[config.mk]
export PLATFORM = sky130hd
export DESIGN_NAME = branch_predictor_flat
export DESIGN_NICKNAME = d
export VERILOG_FILES = /design/src/rtl/branch_predictor_pkg.sv /design/src/rtl/branch_predictor_if.sv /design/src/rtl/branch_predictor_sat_counter.sv /design/src/rtl/branch_predictor.sv /design/src/flat_wrapper.sv
export SDC_FILE = /design/constraint.sdc
export NUM_CORES = 2
export LEC_CHECK = 0
export ABC_CLOCK_PERIOD_IN_PS = 18900
export CAP_MARGIN = 30
export CORE_ASPECT_RATIO = 0.7
export CORE_MARGIN = 2
export CORE_UTILIZATION = 50
export CTS_BUF_LIST = sky130_fd_sc_hd__clkbuf_4
export CTS_CLUSTER_DIAMETER = 120
export DETAILED_ROUTE_END_ITERATION = 6
export HOLD_SLACK_MARGIN = 0.02
export PLACE_DENSITY = 0.66
export SLEW_MARGIN = 20
export SYNTH_ARGS = -nofsm -noshare
export SYNTH_HDL_FRONTEND = slang
export SYNTH_SLANG_ARGS = --single-unit
[constraint.sdc]
create_clock -name clk -period 18.9 [get_ports clk]
set_input_delay 3.78 -clock clk [delete_from_list [all_inputs] [get_ports clk]]
set_output_delay 3.78 -clock clk [all_outputs]
set_load 0.1 [all_outputs]
[src/rtl/branch_predictor_pkg.sv]
// Shared types and constants for the dynamic branch predictor: branch type
// codes, 2-bit counter states and BTB field width helpers.
package branch_predictor_pkg;

    typedef enum logic [2:0] {
        NOBRANCH = 3'd0,
        BEQ      = 3'd1,
        BNE      = 3'd2,
        BLT      = 3'd3,
        BLTU     = 3'd4,
        BGE      = 3'd5,
        BGEU     = 3'd6
    } br_type_e;

    localparam logic [1:0] SNT = 2'b00;
    localparam logic [1:0] WNT = 2'b01;
    localparam logic [1:0] WT  = 2'b10;
    localparam logic [1:0] ST  = 2'b11;

    // Word-aligned PCs: bits [1:0] never take part in indexing or tagging.
    function automatic int bp_tag_w(input int index_w);
        return 32 - index_w - 2;
    endfunction

    function automatic int bp_entries(input int index_w);
        return 1 << index_w;
    endfunction

endpackage

[src/rtl/branch_predictor_if.sv]
// Predictor bundle: IF-side lookup and EX-side resolve/redirect signals.
// master = pipeline side, slave = predictor.
interface branch_predictor_if;
    import branch_predictor_pkg::*;

    logic [31:0] PCF;
    logic        PredTakenF;
    logic [31:0] PredTargetF;
    logic [31:0] PCE;
    br_type_e    BranchTypeE;
    logic        BranchE;
    logic [31:0] BrTargetE;
    logic        PredTakenE;
    logic [31:0] PredTargetE;
    logic        StallE;
    logic        FlushE;
    logic        MispredictE;
    logic [31:0] RecoverPCE;

    modport master (
        output PCF, PCE, BranchTypeE, BranchE, BrTargetE, PredTakenE,
               PredTargetE, StallE, FlushE,
        input  PredTakenF, PredTargetF, MispredictE, RecoverPCE
    );

    modport slave (
        input  PCF, PCE, BranchTypeE, BranchE, BrTargetE, PredTakenE,
               PredTargetE, StallE, FlushE,
        output PredTakenF, PredTargetF, MispredictE, RecoverPCE
    );

endinterface

[src/rtl/branch_predictor_sat_counter.sv]
// bp_sat_counter: next state of a 2-bit saturating taken/not-taken counter.
module bp_sat_counter
    import branch_predictor_pkg::*;
(
    input  logic [1:0] cnt_i,
    input  logic       taken_i,
    output logic [1:0] cnt_o
);

    always_comb begin
        cnt_o = cnt_i;
        if (taken_i && cnt_i != ST)
            cnt_o = cnt_i + 2'd1;
        else if (!taken_i && cnt_i != SNT)
            cnt_o = cnt_i - 2'd1;
    end

endmodule

[src/rtl/branch_predictor.sv]
// Direct-mapped BTB with 2-bit counters: zero-latency IF lookup, EX update and
// misprediction redirect. Define BP_STATS_EN to add branch/mispredict counters.
module branch_predictor
    import branch_predictor_pkg::*;
#(
    parameter int         INDEX_W  = 6,
    parameter logic [1:0] CNT_INIT = WNT,
    parameter int         CNT_W    = 2
) (
    input  logic clk,
    input  logic rst,
    branch_predictor_if.slave bp
`ifdef BP_STATS_EN
    ,
    output logic [31:0] BrCountO,
    output logic [31:0] MissCountO
`endif
);

    localparam int TAG_W   = bp_tag_w(INDEX_W);
    localparam int ENTRIES = bp_entries(INDEX_W);

    logic [ENTRIES-1:0] valid_q;
    logic [TAG_W-1:0]   tag_q [ENTRIES];
    logic [31:0]        tgt_q [ENTRIES];
    logic [CNT_W-1:0]   cnt_q [ENTRIES];

    logic [INDEX_W-1:0] idx_f, idx_e;
    logic [TAG_W-1:0]   tag_f, tag_e;
    logic               hit_f, hit_e, upd_e;
    logic [CNT_W-1:0]   cnt_sat, cnt_d;

    assign idx_f = bp.PCF[INDEX_W+1:2];
    assign tag_f = bp.PCF[31:INDEX_W+2];
    assign idx_e = bp.PCE[INDEX_W+1:2];
    assign tag_e = bp.PCE[31:INDEX_W+2];

    // Lookup reads the registered table, so a same-index write lands next cycle.
    assign hit_f          = valid_q[idx_f] && (tag_q[idx_f] == tag_f);
    assign bp.PredTakenF  = hit_f && cnt_q[idx_f][CNT_W-1];
    assign bp.PredTargetF = bp.PredTakenF ? tgt_q[idx_f] : '0;

    assign upd_e = (bp.BranchTypeE != NOBRANCH) && !bp.StallE && !bp.FlushE;
    assign hit_e = valid_q[idx_e] && (tag_q[idx_e] == tag_e);

    bp_sat_counter u_sat (
        .cnt_i   (cnt_q[idx_e]),
        .taken_i (bp.BranchE),
        .cnt_o   (cnt_sat)
    );

    assign cnt_d = hit_e ? cnt_sat : (bp.BranchE ? WT : CNT_INIT);

    assign bp.MispredictE = upd_e &&
        ((bp.BranchE != bp.PredTakenE) ||
         (bp.BranchE && bp.PredTakenE && (bp.PredTargetE != bp.BrTargetE)));
    assign bp.RecoverPCE = !bp.MispredictE ? '0 :
                           (bp.BranchE ? bp.BrTargetE : bp.PCE + 32'd4);

    always_ff @(posedge clk) begin
        if (rst)
            valid_q <= '0;
        else if (upd_e)
            valid_q[idx_e] <= 1'b1;
    end

    // Payload needs no reset: valid_q masks it until the first allocation.
    always_ff @(posedge clk) begin
        if (!rst && upd_e) begin
            tag_q[idx_e] <= tag_e;
            cnt_q[idx_e] <= cnt_d;
            if (!hit_e || bp.BranchE)
                tgt_q[idx_e] <= bp.BrTargetE;
        end
    end

`ifdef BP_STATS_EN
    logic [31:0] br_cnt_q, miss_cnt_q;

    always_ff @(posedge clk) begin
        if (rst) begin
            br_cnt_q   <= '0;
            miss_cnt_q <= '0;
        end else begin
            if (upd_e)
                br_cnt_q <= br_cnt_q + 32'd1;
            if (bp.MispredictE)
                miss_cnt_q <= miss_cnt_q + 32'd1;
        end
    end

    assign BrCountO   = br_cnt_q;
    assign MissCountO = miss_cnt_q;
`endif

endmodule

[src/flat_wrapper.sv]
// flat-port wrapper written by rule: the top's interface ports become plain ports
module branch_predictor_flat import branch_predictor_pkg::*;
#(
    parameter int         INDEX_W  = 6,
    parameter logic [1:0] CNT_INIT = WNT,
    parameter int         CNT_W    = 2
)
  (clk, rst, bp_PCF, bp_PCE, bp_BranchTypeE, bp_BranchE, bp_BrTargetE, bp_PredTakenE, bp_PredTargetE, bp_StallE, bp_FlushE, bp_PredTakenF, bp_PredTargetF, bp_MispredictE, bp_RecoverPCE);
  branch_predictor_if bp_i ();
  input  logic clk;
  input  logic rst;
  input wire logic [$bits(bp_i.PCF)-1:0] bp_PCF;
  input wire logic [$bits(bp_i.PCE)-1:0] bp_PCE;
  input wire logic [$bits(bp_i.BranchTypeE)-1:0] bp_BranchTypeE;
  input wire logic [$bits(bp_i.BranchE)-1:0] bp_BranchE;
  input wire logic [$bits(bp_i.BrTargetE)-1:0] bp_BrTargetE;
  input wire logic [$bits(bp_i.PredTakenE)-1:0] bp_PredTakenE;
  input wire logic [$bits(bp_i.PredTargetE)-1:0] bp_PredTargetE;
  input wire logic [$bits(bp_i.StallE)-1:0] bp_StallE;
  input wire logic [$bits(bp_i.FlushE)-1:0] bp_FlushE;
  output wire logic [$bits(bp_i.PredTakenF)-1:0] bp_PredTakenF;
  output wire logic [$bits(bp_i.PredTargetF)-1:0] bp_PredTargetF;
  output wire logic [$bits(bp_i.MispredictE)-1:0] bp_MispredictE;
  output wire logic [$bits(bp_i.RecoverPCE)-1:0] bp_RecoverPCE;
  assign bp_i.PCF = bp_PCF;
  assign bp_i.PCE = bp_PCE;
  assign bp_i.BranchTypeE = bp_BranchTypeE;
  assign bp_i.BranchE = bp_BranchE;
  assign bp_i.BrTargetE = bp_BrTargetE;
  assign bp_i.PredTakenE = bp_PredTakenE;
  assign bp_i.PredTargetE = bp_PredTargetE;
  assign bp_i.StallE = bp_StallE;
  assign bp_i.FlushE = bp_FlushE;
  assign bp_PredTakenF = bp_i.PredTakenF;
  assign bp_PredTargetF = bp_i.PredTargetF;
  assign bp_MispredictE = bp_i.MispredictE;
  assign bp_RecoverPCE = bp_i.RecoverPCE;
  branch_predictor #(.INDEX_W(INDEX_W), .CNT_INIT(CNT_INIT), .CNT_W(CNT_W)) u_core (.clk(clk), .rst(rst), .bp(bp_i));
endmodule
==> results.py <==
metrics = {
    "placed_design": {
        "io_buffers": 200,
        "dp_hpwl_mm": 311,
        "dp_cells": 11900,
        "gp_congestion": 0.928,
    },
    "pwr": {
        "peakVddDrop_mv": 0.0537,
        "internal-power_w": 0.0129,
        "p_per_area_mw_per_mm2": 94.6,
        "power_switching_w": 0.00411,
        "p_clk_share_pct": 38.0,
        "p_seq_share_pct": 54.3,
        "swShare_pct": 24.2,
        "p_comb_share_pct": 7.7,
        "p_leak_nw": 56.4,
    },
    "status": {
        "violations": "DRC",
        "status": "complete, but fails checks",
    },
    "floorplan": {
        "io_pins": 203,
        "die_h_um": 477,
        "rows": 173,
        "die_w_um": 680,
        "dieArea_mm2": 0.324,
        "core_region_area_mm2": 0.318,
        "initial_core_util_pct": 50.3,
    },
    "logic_synthesis": {
        "syn_area_mm2": 0.160,
        "synthMuxAreaShare_pct": 20.6,
        "synth_compound_area_share_pct": 4.25,
        "synth_fa_ha_area_share_pct": 0.0313,
        "async_flop_share_pct": 0,
        "synth-simple-area-share_pct": 2.03,
        "ys_types": 72,
        "ys_seq_area_share_pct": 70.5,
        "syn_nets": 7921,
        "synth_top_family_by_area": "multiplexers",
        "ys.flop_type": "edfxtp_1",
        "syn_inst": 7780,
        "yosysWarnings": 0,
        "syn_area_per_cell_um2": 20.5,
        "synth-edff-count": 3712,
        "synth_seq_cells": 3776,
        "synth_xor_area_share_pct": 0.581,
    },
    "timing": {
        "rsz0062_at_grt": "false",
        "setup_viol": 0,
        "max_freq_mhz": 69.2,
        "period_needed_ns": 14.46,
        "relSlewSlack_pct": 27.0,
        "hold_ws_ns": 0.490,
        "slew_viol_final": 0,
        "hold_violations": 0,
        "worst_slew_pin_slew_ns": 1.08,
        "finalClockSkew_ns": 0.130,
        "finalSetupTns_ns": 0,
        "fin_crit_sh_pct": 76.5,
    },
    "drt": {
        "ant_nets": 0,
        "wl_per_cell_um": 40.3,
        "dr.first_iter.drc_count": 17900,
        "firstDrtPassIters": 7,
        "vias": 96100,
        "drt_wl_total_mm": 546,
        "drc": 11,
        "routed_via_density": 7.10,
    },
    "finish": {
        "stdcell_count": 13500,
        "num-nets-final": 8781,
        "num-fill-cells": 23800,
        "drive_above_1_share_pct": 36.6,
        "syn_to_final_growth_pct": 12.1,
    },
    "cts": {
        "clkTransAtPathRegs_ns": 0.06,
        "htreeDepth": 6,
        "cts_tree": "yes",
        "cts_hold_buf": 0,
        "cts_setup_buffers": 0,
        "cts-resized-gates": 0,
        "clock_latency_ns": 1.53,
        "clock-sinks": 3776,
        "cts_buffers": 876,
        "cts_root_buffer": "clkbuf_4",
        "clk_path_buf_depth": 4,
    },
    "grt": {
        "grt_overflow": 0,
        "met1_usage_pct": 47.1,
        "grt_pass1_vias": 93000,
        "grtUsageTotal_pct": 33.2,
        "grt.busiest_layer": "met1",
        "grt.met2_usage_pct": 44.9,
        "grt_pass1_wl_mm": 742,
        "grt_max_degree": 143,
        "gr-usage-met3_pct": 14.0,
        "antenna_found_initial": 43,
    },
    "critical_path": {
        "critPathCaptureType": "primary output",
        "required_ns": 15.12,
        "reg2reg_depth": 14,
        "worstPathArrival_ns": 10.68,
        "critPathLaunchType": "input port",
        "crit_type": "in -> out",
        "worstPathMaxFanout": 110,
    },
    "run": {
        "max_cap_violations": 0,
    },
    "hold_path": {
        "hold_depth": 2,
        "hp-class": "reg -> reg",
    },
}
-- cell type report --
| class | count | area [µm²] | share of cell area, % |
|---|---|---|---|
| Sequential cell | 3776 | 113000 | 62.9 |
| Multi-Input combinational cell | 3334 | 45000 | 25.1 |
| Tap cell | 4200 | 5260 | 2.93 |
| Antenna cell | 39 | 97.6 | 0.0544 |
| Clock buffer | 1275 | 9570 | 5.34 |
| Inverter | 74 | 285 | 0.159 |
| Clock inverter | 265 | 1290 | 0.722 |
| Timing Repair Buffer | 578 | 4990 | 2.78 |
-- final timing paths --
| path | slack (ns) | startpoint | to |
|---|---|---|---|
| min reg2reg | 0.49 | u_core.valid_q[28] | u_core.valid_q[28] |
| max | 4.44 | bp_PCF[3] | bp_PredTargetF[3] |
| max reg2reg | 12.96 | u_core.tag_q[47][18] | u_core.tgt_q[38][29] |
| min | 0.49 | u_core.valid_q[28] | u_core.valid_q[28] |
-- worst max-delay path, stage by stage --
cell and delay, ns:
buf_8 0.50, buf_12 0.57, buf_4 0.84, mux4_2 0.41, mux4_2 0.49, mux4_2 0.54
xnor2_1 0.16, nand4_1 0.29, or4_2 0.63, buf_4 0.29, nor4b_1 0.50, clkdlybuf4s50_1 1.21
-- cell families (layout without fill, tap and decap cells) --
family / after synthesis / after routing
multiplexers: 1686 / 1686
adder cells (fa/ha/maj): 4 / 4
other: 0 / 39
buffers and inverters: 670 / 2192
AND/OR/NAND/NOR: 615 / 615
AO/OA/AOI/OAI: 923 / 923
flip-flops: 3776 / 3776
XOR/XNOR: 106 / 106
-- stage by stage --
stage | power, W | utilization [%] | cell area (µm²) | setup WS (ns)
after floorplan | 0.0101 | - | 160000 | 5.11
after global placement | 0.0106 | 52.8 | 168000 | 4.40
after detailed placement | 0.0106 | 52.9 | 168000 | 4.21
after CTS | 0.0170 | 56.3 | 179000 | 4.20
after global routing | 0.0175 | 56.4 | 179000 | 4.36
final | 0.0170 | 56.4 | 179000 | 4.44
-- placed cells by master (no fill, tap or decap), types with 67 or more instances in the layout --
cell	synthesis	routed
o22ai_1	163	163
clkdlybuf4s50_1	0	133
nor2_1	190	120
nor2_4	0	67
buf_4	45	348
clkbuf_4	0	1277
clkinv_1	1	206
a21oi_1	122	122
mux2i_1	271	271
xnor2_1	81	81
o21ai_0	84	83
a221oi_1	138	138
edfxtp_1	3712	3712
a22oi_1	111	111
inv_1	72	70
nand2_1	111	105
mux4_2	1272	1272
mux2_2	143	143
-- power by group through the flow --
stage	clock network, W	logic (W)	registers, W
2_1_floorplan	0	0.000702	0.00939
3_3_place_gp	0	0.00124	0.00939
3_5_place_dp	0	0.00126	0.00939
4_1_cts	0.00652	0.00126	0.00921
5_1_grt	0.00693	0.00133	0.00920
6_report	0.00645	0.00130	0.00921
-- metal layers --
metal | share of wire (%) | up-vias
met5 | 0.030 | -
met3 | 17 | 1418
met2 | 41 | 9030
met4 | 4.9 | 20
li1 | - | 35800
met1 | 36 | 49800
-- Yosys cell counts, drive strengths merged (73+ instances only) --
master     n  area [µm²]
mux2i    271        2710
nor2     190         713
edfxtp  3712      111000
o21ai     84         420
nand2    111         417
a21oi    122         611
mux4    1272       28600
a22oi    111         833
xnor2     81         709
mux2     143        1610
o22ai    163        1020
buf      312        1740
a221oi   138        1210
inv       73         274
clkbuf   282        1060
nor3      73         365
-- registers in the layout (all words and copies together), names as in the netlist --
register / cells
u_core.tag_q: 1536
u_core.valid_q: 64
u_core.cnt_q: 128
u_core.tgt_q: 2048
Power figures use the tool's default switching activity.
